$ cat src/rtl/sqrt_fx.sv
// sqrt_fx: iterative fixed-point integer square root.
// Non-restoring digit-by-digit recurrence that resolves UNROLL root bits per
// clock, MSB first. The result has a floor root, a floor remainder and an
// optional round-to-nearest root that saturates at the maximum root value.
module sqrt_fx #(
  parameter int W      = 64,
  parameter int UNROLL = 1
) (
  input  logic           clk,
  input  logic           rst,
  input  logic [W-1:0]   x,
  input  logic           round,
  input  logic           start,
  input  logic           abort,
  output logic [W/2-1:0] y,
  output logic [W/2:0]   rem,
  output logic           sat,
  output logic           busy,
  output logic           valid
);

  localparam int H  = W / 2;
  localparam int N  = H / UNROLL;
  // Partial remainder width: magnitude stays within 2*root+1, and the
  // top two bits must remain sign copies so the left shift loses nothing.
  localparam int RW = H + 4;
  localparam int CW = $clog2(N + 1);

  typedef enum logic [1:0] {IDLE, CALC, FIN} state_t;

  state_t          r_state;
  logic [W-1:0]    r_x;
  logic            r_round;
  logic [RW-1:0]   r_rem;
  logic [H-1:0]    r_root;
  logic [CW-1:0]   r_cnt;
  logic [H-1:0]    r_y;
  logic [H:0]      r_remo;
  logic            r_sat;
  logic            r_busy;
  logic            r_valid;

  logic [RW-1:0]   w_rem_nxt;
  logic [H-1:0]    w_root_nxt;
  logic [RW-1:0]   w_t;
  logic [H:0]      w_rem_fix;
  logic            w_up;
  logic            w_sat;
  logic [H-1:0]    w_y;

  // UNROLL recurrence steps: add or subtract depending on remainder sign.
  always_comb begin
    w_rem_nxt  = r_rem;
    w_root_nxt = r_root;
    w_t        = '0;
    for (int unsigned i = 0; i < UNROLL; i++) begin
      w_t = {w_rem_nxt[RW-3:0], r_x[W-1-2*i -: 2]};
      if (!w_rem_nxt[RW-1])
        w_rem_nxt = w_t - {2'b00, w_root_nxt, 2'b01};
      else
        w_rem_nxt = w_t + {2'b00, w_root_nxt, 2'b11};
      w_root_nxt = {w_root_nxt[H-2:0], ~w_rem_nxt[RW-1]};
    end
  end

  // Final remainder correction and rounding decision, used on the FIN edge.
  // The corrected remainder always fits H+1 bits, so the modular low-bit sum
  // of the negative partial remainder and 2*root+1 is exact.
  always_comb begin
    w_rem_fix = r_rem[H:0] + ({(H+1){r_rem[RW-1]}} & {r_root, 1'b1});
    w_up      = r_round && (w_rem_fix > {1'b0, r_root});
    w_sat     = w_up && (&r_root);
    w_y       = (w_up && !w_sat) ? r_root + H'(1) : r_root;
  end

  // Control FSM plus datapath and registered outputs.
  always_ff @(posedge clk or negedge rst) begin
    if (!rst) begin
      r_state <= IDLE;
      r_x     <= '0;
      r_round <= 1'b0;
      r_rem   <= '0;
      r_root  <= '0;
      r_cnt   <= '0;
      r_y     <= '0;
      r_remo  <= '0;
      r_sat   <= 1'b0;
      r_busy  <= 1'b0;
      r_valid <= 1'b0;
    end else begin
      case (r_state)
        IDLE: begin
          if (abort) begin
            r_valid <= 1'b0;
          end else if (start) begin
            r_x     <= x;
            r_round <= round;
            r_rem   <= '0;
            r_root  <= '0;
            r_cnt   <= CW'(N);
            r_valid <= 1'b0;
            r_busy  <= 1'b1;
            r_state <= CALC;
          end
        end
        CALC: begin
          if (abort) begin
            r_busy  <= 1'b0;
            r_valid <= 1'b0;
            r_state <= IDLE;
          end else begin
            r_rem  <= w_rem_nxt;
            r_root <= w_root_nxt;
            r_x    <= {r_x[W-1-2*UNROLL:0], {(2*UNROLL){1'b0}}};
            r_cnt  <= r_cnt - CW'(1);
            if (r_cnt == CW'(1))
              r_state <= FIN;
          end
        end
        FIN: begin
          if (!abort) begin
            r_y     <= w_y;
            r_remo  <= w_rem_fix;
            r_sat   <= w_sat;
            r_valid <= 1'b1;
          end else begin
            r_valid <= 1'b0;
          end
          r_busy  <= 1'b0;
          r_state <= IDLE;
        end
        default: begin
          r_busy  <= 1'b0;
          r_state <= IDLE;
        end
      endcase
    end
  end

  assign y     = r_y;
  assign rem   = r_remo;
  assign sat   = r_sat;
  assign busy  = r_busy;
  assign valid = r_valid;

endmodule

$ cat config.mk
export PLATFORM = sky130hd
export DESIGN_NAME = sqrt_fx
export DESIGN_NICKNAME = d
export VERILOG_FILES = /design/src/rtl/sqrt_fx.sv
export SDC_FILE = /design/constraint.sdc
export NUM_CORES = 1
export LEC_CHECK = 0
export BUFFER_PORTS_ARGS = -buffer_cell sky130_fd_sc_hd__buf_2
export CAP_MARGIN = 30
export CORE_ASPECT_RATIO = 0.5
export CORE_MARGIN = 2
export CORE_UTILIZATION = 55
export DETAILED_ROUTE_END_ITERATION = 10
export GPL_ROUTABILITY_DRIVEN = 0
export PLACE_DENSITY = 0.78
export SLEW_MARGIN = 20
export SYNTH_ARGS = -nofsm -noshare
export SYNTH_HDL_FRONTEND = slang
export SYNTH_SLANG_ARGS = --single-unit
$ cat constraint.sdc
create_clock -name clk -period 5.12 [get_ports clk]
set_input_delay 0.512 -clock clk [delete_from_list [all_inputs] [get_ports clk]]
set_output_delay 0.512 -clock clk [all_outputs]
set_load 0.02 [all_outputs]
# Yosys cells after proc, flatten, opt, wreduce, memory -nomap -nowiden
# Index checks and enable logic that the tools add are counted.
word_totals:
  ff_bits: 209
  word_cells: 74
op_classes:
  eq_ne: 9
  addsub: 5
  reduce_logical: 14
  order_cmp: 1
  bitwise_logic: 3
  n_mux: 31
ops:
  columns: ["op", "n"]
  rows:
  - ["two-way mux 64 bit", 3]
  - ["two-way mux 36 bit", 4]
  - ["two-way mux 32 bit", 4]
  - ["one-hot mux 64 bit (2 select lines)", 1]
  - ["one-hot mux 36 bit (2 select lines)", 1]
  - ["one-hot mux 32 bit (2 select lines)", 1]
  - ["adder 36 x 34 -> 36 bit", 1]
  - ["subtractor 36 x 34 -> 36 bit", 1]
  - ["adder 33 bit", 1]
  - ["AND 33 bit", 1]
  - ["> comparator 33 x 32 -> 1 bit", 1]
  - ["adder 32 x 1 -> 32 bit (second input constant)", 1]
  - ["AND reduction 32 bit", 1]
  - ["two-way mux 6 bit", 3]
  - ["one-hot mux 6 bit (2 select lines)", 1]
  - ["AND reduction 3 bit", 4]
  - ["two-way mux 2 bit", 4]
  - ["!= test 2 bit (second input constant)", 4]
  - ["== test 6 x 1 -> 1 bit (second input constant)", 1]
  - ["two-way mux 1 bit", 6]
  - ["!= test 3 bit (second input constant)", 2]
  - ["subtractor 6 x 1 -> 6 bit (second input constant)", 1]
  - ["one-hot mux 2 bit (2 select lines)", 1]
  - ["AND reduction 4 bit", 1]
  - ["11 further kinds", 14]

# Longest topological paths before layout
depth:
  ltp_word: 8
  mapped_depth: 23
  mapped_depth_nobuf: 21

# Worst setup path after synthesis
# No wires, ideal clock.
synth_path:
  path_type: "reg2reg"
  startpoint: "register r_rem[35]"
  endpoint: "register r_y[18] (netlist: y[18])"
  slack_ns: -0.377
  stages_incl_launch_ff: 23
  period_less_slack_ns: 5.497
  setup_time_ns: 0.082
  arrival_time_ns: 5.415
  path_cell_list: "dfrtp_1 > ha_1 > ha_1 > a21o_1 > a21oi_1 > o21ai_0 > a31o_2 > a21o_1 > a211oi_1 > o31ai_1 > a21oi_1 > xnor2_1 > ha_1 > nand4_1 > nor3_1 > and3_1 > a2111oi_0 > o21ai_0 > and2_1 > mux2_4 > buf_6 > or4_1 > a31oi_1"
synth_via:
  elab_chain_cells: 8
synth_rtl:
  columns: ["item", "line_no", "rtl"]
  rows:
  - ["start: declaration", "34", "logic [RW-1:0] r_rem;"]
  - ["start signal: assignment", "112", "r_rem <= w_rem_nxt;"]
  - ["AND 33 bit (*)", "70", "w_rem_fix = r_rem[H:0] + ({(H+1){r_rem[RW-1]}} & {r_root, 1'b1});"]
  - ["adder 33 bit (*)", "70", null]
  - ["net w_rem_fix[29]", "46", "logic [H:0] w_rem_fix;"]
  - ["> comparator 33 x 32 -> 1 bit (*)", "71", "w_up = r_round && (w_rem_fix > {1'b0, r_root});"]
  - ["logical AND 1 bit (*)", "71", null]
  - ["logical AND 1 bit", "72", "w_sat = w_up && (&r_root);"]
  - ["zero test 1 bit", "73", "w_y = (w_up && !w_sat) ? r_root + H'(1) : r_root;"]
  - ["logical AND 1 bit (*)", "73", null]
  - ["two-way mux 32 bit (*)", "73", null]
  - ["end signal: assignment", "122", "r_y <= w_y;"]
  - ["end: declaration", "37", "logic [H-1:0] r_y;"]
# Mark *: on every way through the listed nets, which the timed path passes. The rest lies on a longest branch.
# A chain may end at the register's enable or synchronous reset.

# Final worst setup path
layout_path:
  startpoint: "register r_rem[35]"
  endpoint: "register r_y[22] (netlist: y[22])"
# The elaborated chain is that of the path after synthesis.

==> flow_summary_export.csv <==
group,metric,value,unit
run_status,status,"finished with violations",
run_status,violations,"negative setup slack",
floorplan,core,24200,um^2
clock_tree,path_clk_slew,60,ps
timing,maxClockFrequency,185,MHz
global_route,grt_pass1_vias,12700,
clock_tree,root_buffer,"clkbuf_16",
setup_path,regToRegStartpoint,"r_rem[35]",
yosys,netlist_area,13700,um^2
setup_path,critPathKind,"reg -> reg",
cells_and_area,drive_above_1_share,24.3,%
floorplan,initial_core_util,56.5,%
clock_tree,holdBufCountCts,0,
yosys,yosys_warnings,0,
setup_path,r2r_slack,-270,ps
timing,tightest_slew,1010,ps
cells_and_area,syn_to_final_growth,23.4,%
global_route,busiest_layer,"met2",
placement,port_buffers,136,
yosys,syn-num-nets,1708,
yosys,ys.flop_type,"dfrtp_1",
global_route,grt_use_total,30.8,%
pwr,ir_drop,0.310,mV
routing,vias,13100,
timing,setup_tns,-5550,ps
setup_path,cp.depth,22,
min_path,min-delay-path-class,"in -> async",
setup_path,critPathTopFamily,"compound AO/OA/AOI/OAI gates",
timing,layout_min_cycle_time,5390,ps
yosys,synth_edf_count,0,
setup_path,cp_data_arrival_time,5840,ps
global_route,gr-usage-met2,49.2,%
floorplan,fp.dieW,227,um
pwr,p_per_area,514,nW/um^2
timing,fin_crit_sh,105,%
setup_path,reg2regPathDepth,22,
timing,drv_slew,0,
pwr,leakage,8.51,nW
job,drv_cap,0,
global_route,grtUsageMet3,7.51,%
routing,vias_per_cell,6.25,
floorplan,rows,40,
setup_path,critPathRequiredTime,5560,ps
timing,rsz0062_at_grt,"yes",
floorplan,die_area,26200,um^2
cells_and_area,multi_input_area,8110,um^2
pwr,post-layout-total-power,8.67,mW
routing,drt_iter0_markers,1499,
global_route,grt_max_degree,107,
clock_tree,cts_tree,"yes",
timing,skew,17.4,ps
routing,drc,0,
global_route,overflow,0,
clock_tree,cts_made_buffers,21,
clock_tree,clock-sinks,208,
global_route,globalRouteMet1Util,41.8,%
clock_tree,clockBufferDepth,3,
setup_path,path_cells,"buf_12 > ha_1 > ha_1 > a21oi_1 > nand2_1 > a31oi_2 > o21ai_4 > a2111oi_4 > buf_4 > o21ai_2 > xor2_1 > ha_1 > o21ai_2 > o211ai_1 > a221oi_2 > buf_4 > a2111oi_4 > o21ai_2 > nor2b_4 > mux2_4 > or4_4 > a31oi_1",
floorplan,io-pin-count,137,
yosys,async_reset_ff_share,100,%
timing,setup_violations,32,
setup_path,start_kind,"register",
timing,maxSlewHeadroom,32.5,%
setup_path,endpoint_kind,"register",
setup_path,worstReg2RegEnd,"y[22]",
timing,finalHoldViolCount,0,
clock_tree,clock_latency,530,ps
setup_path,cp_num_buf_inv,3,
setup_path,crit_path_max_incr_delay,530,ps
cells_and_area,n_fill_cell,1783,
routing,wl_per_cell,19.5,um
global_route,grt_pass1_wl,63900,um
yosys,avgSynthCellArea,9.10,um^2
routing,antenna_left,0,
setup_path,slowest_stage,"dfrtp_4",
yosys,ys_ff_latch,208,
clock_tree,h-tree-depth,1,
global_route,grt_antenna_before_repair,1,
placement,hpwlAfterDp,28300,um
yosys,syn_inst,1502,
routing,dr.pass1.iters,8,
yosys,ys_types,75,
cells_and_area,nets,1945,
routing,wl,40700,um
timing,final.setup.worst_slack,-273,ps
floorplan,die_height,115,um
yosys,synth_seq_area_share,38.1,%
cells_and_area,layout.area.seq,5210,um^2
setup_path,cp_max_fo,8,
per-layer routing:
layer / vias to the layer above / share of wire [%]
li1: 5968 / -
met1: 6354 / 43
met3: 100 / 9.5
met2: 636 / 45
met4: 0 / 2.8
met5: - / 0
registers in the layout, indices dropped and copies added, names as in the netlist:
| register | count |
|---|---|
| r_round | 1 |
| valid | 1 |
| r_x | 64 |
| rem | 33 |
| r_cnt | 6 |
| r_root | 32 |
| y | 32 |
| sat | 1 |
| r_state | 2 |
| busy | 1 |
| r_rem | 35 |
timing repair:
item                       4_1_cts  5_1_grt
setup endpoints to repair       33       33
pin swaps                       40       65
buffers inserted                17        8
resized for setup               54       45
gates cloned                     4        1
cells in the final DEF, fill, tap and decap left out, drive strengths merged, types with 10 or more instances in the layout:
| cell | instances |
|---|---|
| dfrtp | 208 |
| nand3 | 65 |
| buf | 283 |
| inv | 146 |
| and2 | 10 |
| a21o | 39 |
| o211ai | 13 |
| a222oi | 52 |
| mux2 | 19 |
| a21oi | 68 |
| o31ai | 26 |
| nor2b | 10 |
| nand2 | 146 |
| mux2i | 14 |
| o21a | 11 |
| nand4 | 26 |
| nor3 | 21 |
| xor2 | 22 |
| o21bai | 12 |
| a31oi | 34 |
| or4 | 17 |
| o21ai | 108 |
| and3 | 17 |
| ha | 136 |
| clkbuf | 28 |
| xnor2 | 36 |
| nor2 | 73 |
cell usage after synthesis (9+ instances only):
library cell    n  share of area (%)
or4_1          16               0.88
a21oi_1        68                2.5
o21bai_1       12               0.66
a21o_1         39                2.1
o211ai_1       13               0.71
a222oi_1       52                3.8
clkbuf_1       63                1.7
nand3_1        64                2.3
o21ai_0       100                3.7
dfrtp_1       208                 38
mux2i_1        14                1.0
nor2_1         71                2.0
a31oi_1        33                1.5
and3_1         17               0.78
inv_1         145                4.0
nor2b_1        10               0.46
mux2_2         13                1.1
ha_1          136                 12
nor3_1         20               0.73
xnor2_1        36                2.3
nand2b_1        9               0.41
and2_1         10               0.46
o21a_1         11               0.60
o31ai_1        26                1.4
nand4_1        26                1.2
xor2_1         22                1.4
nand2_1       146                4.0
cell type report:
type                            count  area share (%)
Clock inverter                      9           0.675
Antenna cell                        1          0.0148
Sequential cell                   208            30.9
Timing Repair Buffer              284            11.3
Multi-Input combinational cell   1079            48.1
Tap cell                          336            2.49
Clock buffer                       27            3.25
Inverter                          145            3.23
worst max path at each step:
stage | start | to | slack, ps
2_1_floorplan | r_rem[35] | y[18] | 20
3_3_place_gp | r_rem[35] | y[31] | -200
3_5_place_dp | r_rem[35] | y[17] | -500
4_1_cts | r_rem[35] | y[22] | -100
5_1_grt | r_rem[35] | y[27] | -440
6_report | r_rem[35] | y[22] | -270
power by group:
part	total [mW]	switching [mW]	internal [mW]	leakage [nW]
Clock	1.54	0.680	0.864	0.311
Combinational	4.71	2.63	2.08	5.41
Sequential	2.41	0.343	2.07	2.78
Total	8.67	3.66	5.01	8.51
through the flow:
| step | cell area (um^2) | instances | setup WS [ps] | hold slack [ps] | utilization, % |
|---|---|---|---|---|---|
| finish | 16900 | 2089 | -273 | 63.9 | 69.7 |
| global route | 16900 | 2088 | -445 | 118 | 69.7 |
| CTS | 16600 | 2078 | -95.5 | 116 | 68.5 |
| detailed placement | 15500 | 2021 | -504 | 459 | 64.0 |
| global placement | 15400 | 2020 | -200 | 453 | 63.9 |
| floorplan | 13700 | 1502 | 23.6 | 216 | - |
cells by family (layout without fill, tap and decap cells):
kind of cell | count (synthesis) | in the layout | synth area share, %
AND/OR/NAND/NOR | 430 | 430 | 15.5
multiplexers | 28 | 33 | 2.21
buffers and inverters | 220 | 465 | 6.27
XOR/XNOR | 59 | 59 | 3.88
adder cells (fa/ha/maj) | 137 | 137 | 12.6
other | 0 | 1 | 0
AO/OA/AOI/OAI | 420 | 420 | 21.4
flip-flops | 208 | 208 | 38.1
(Power assumes the default switching activity.)
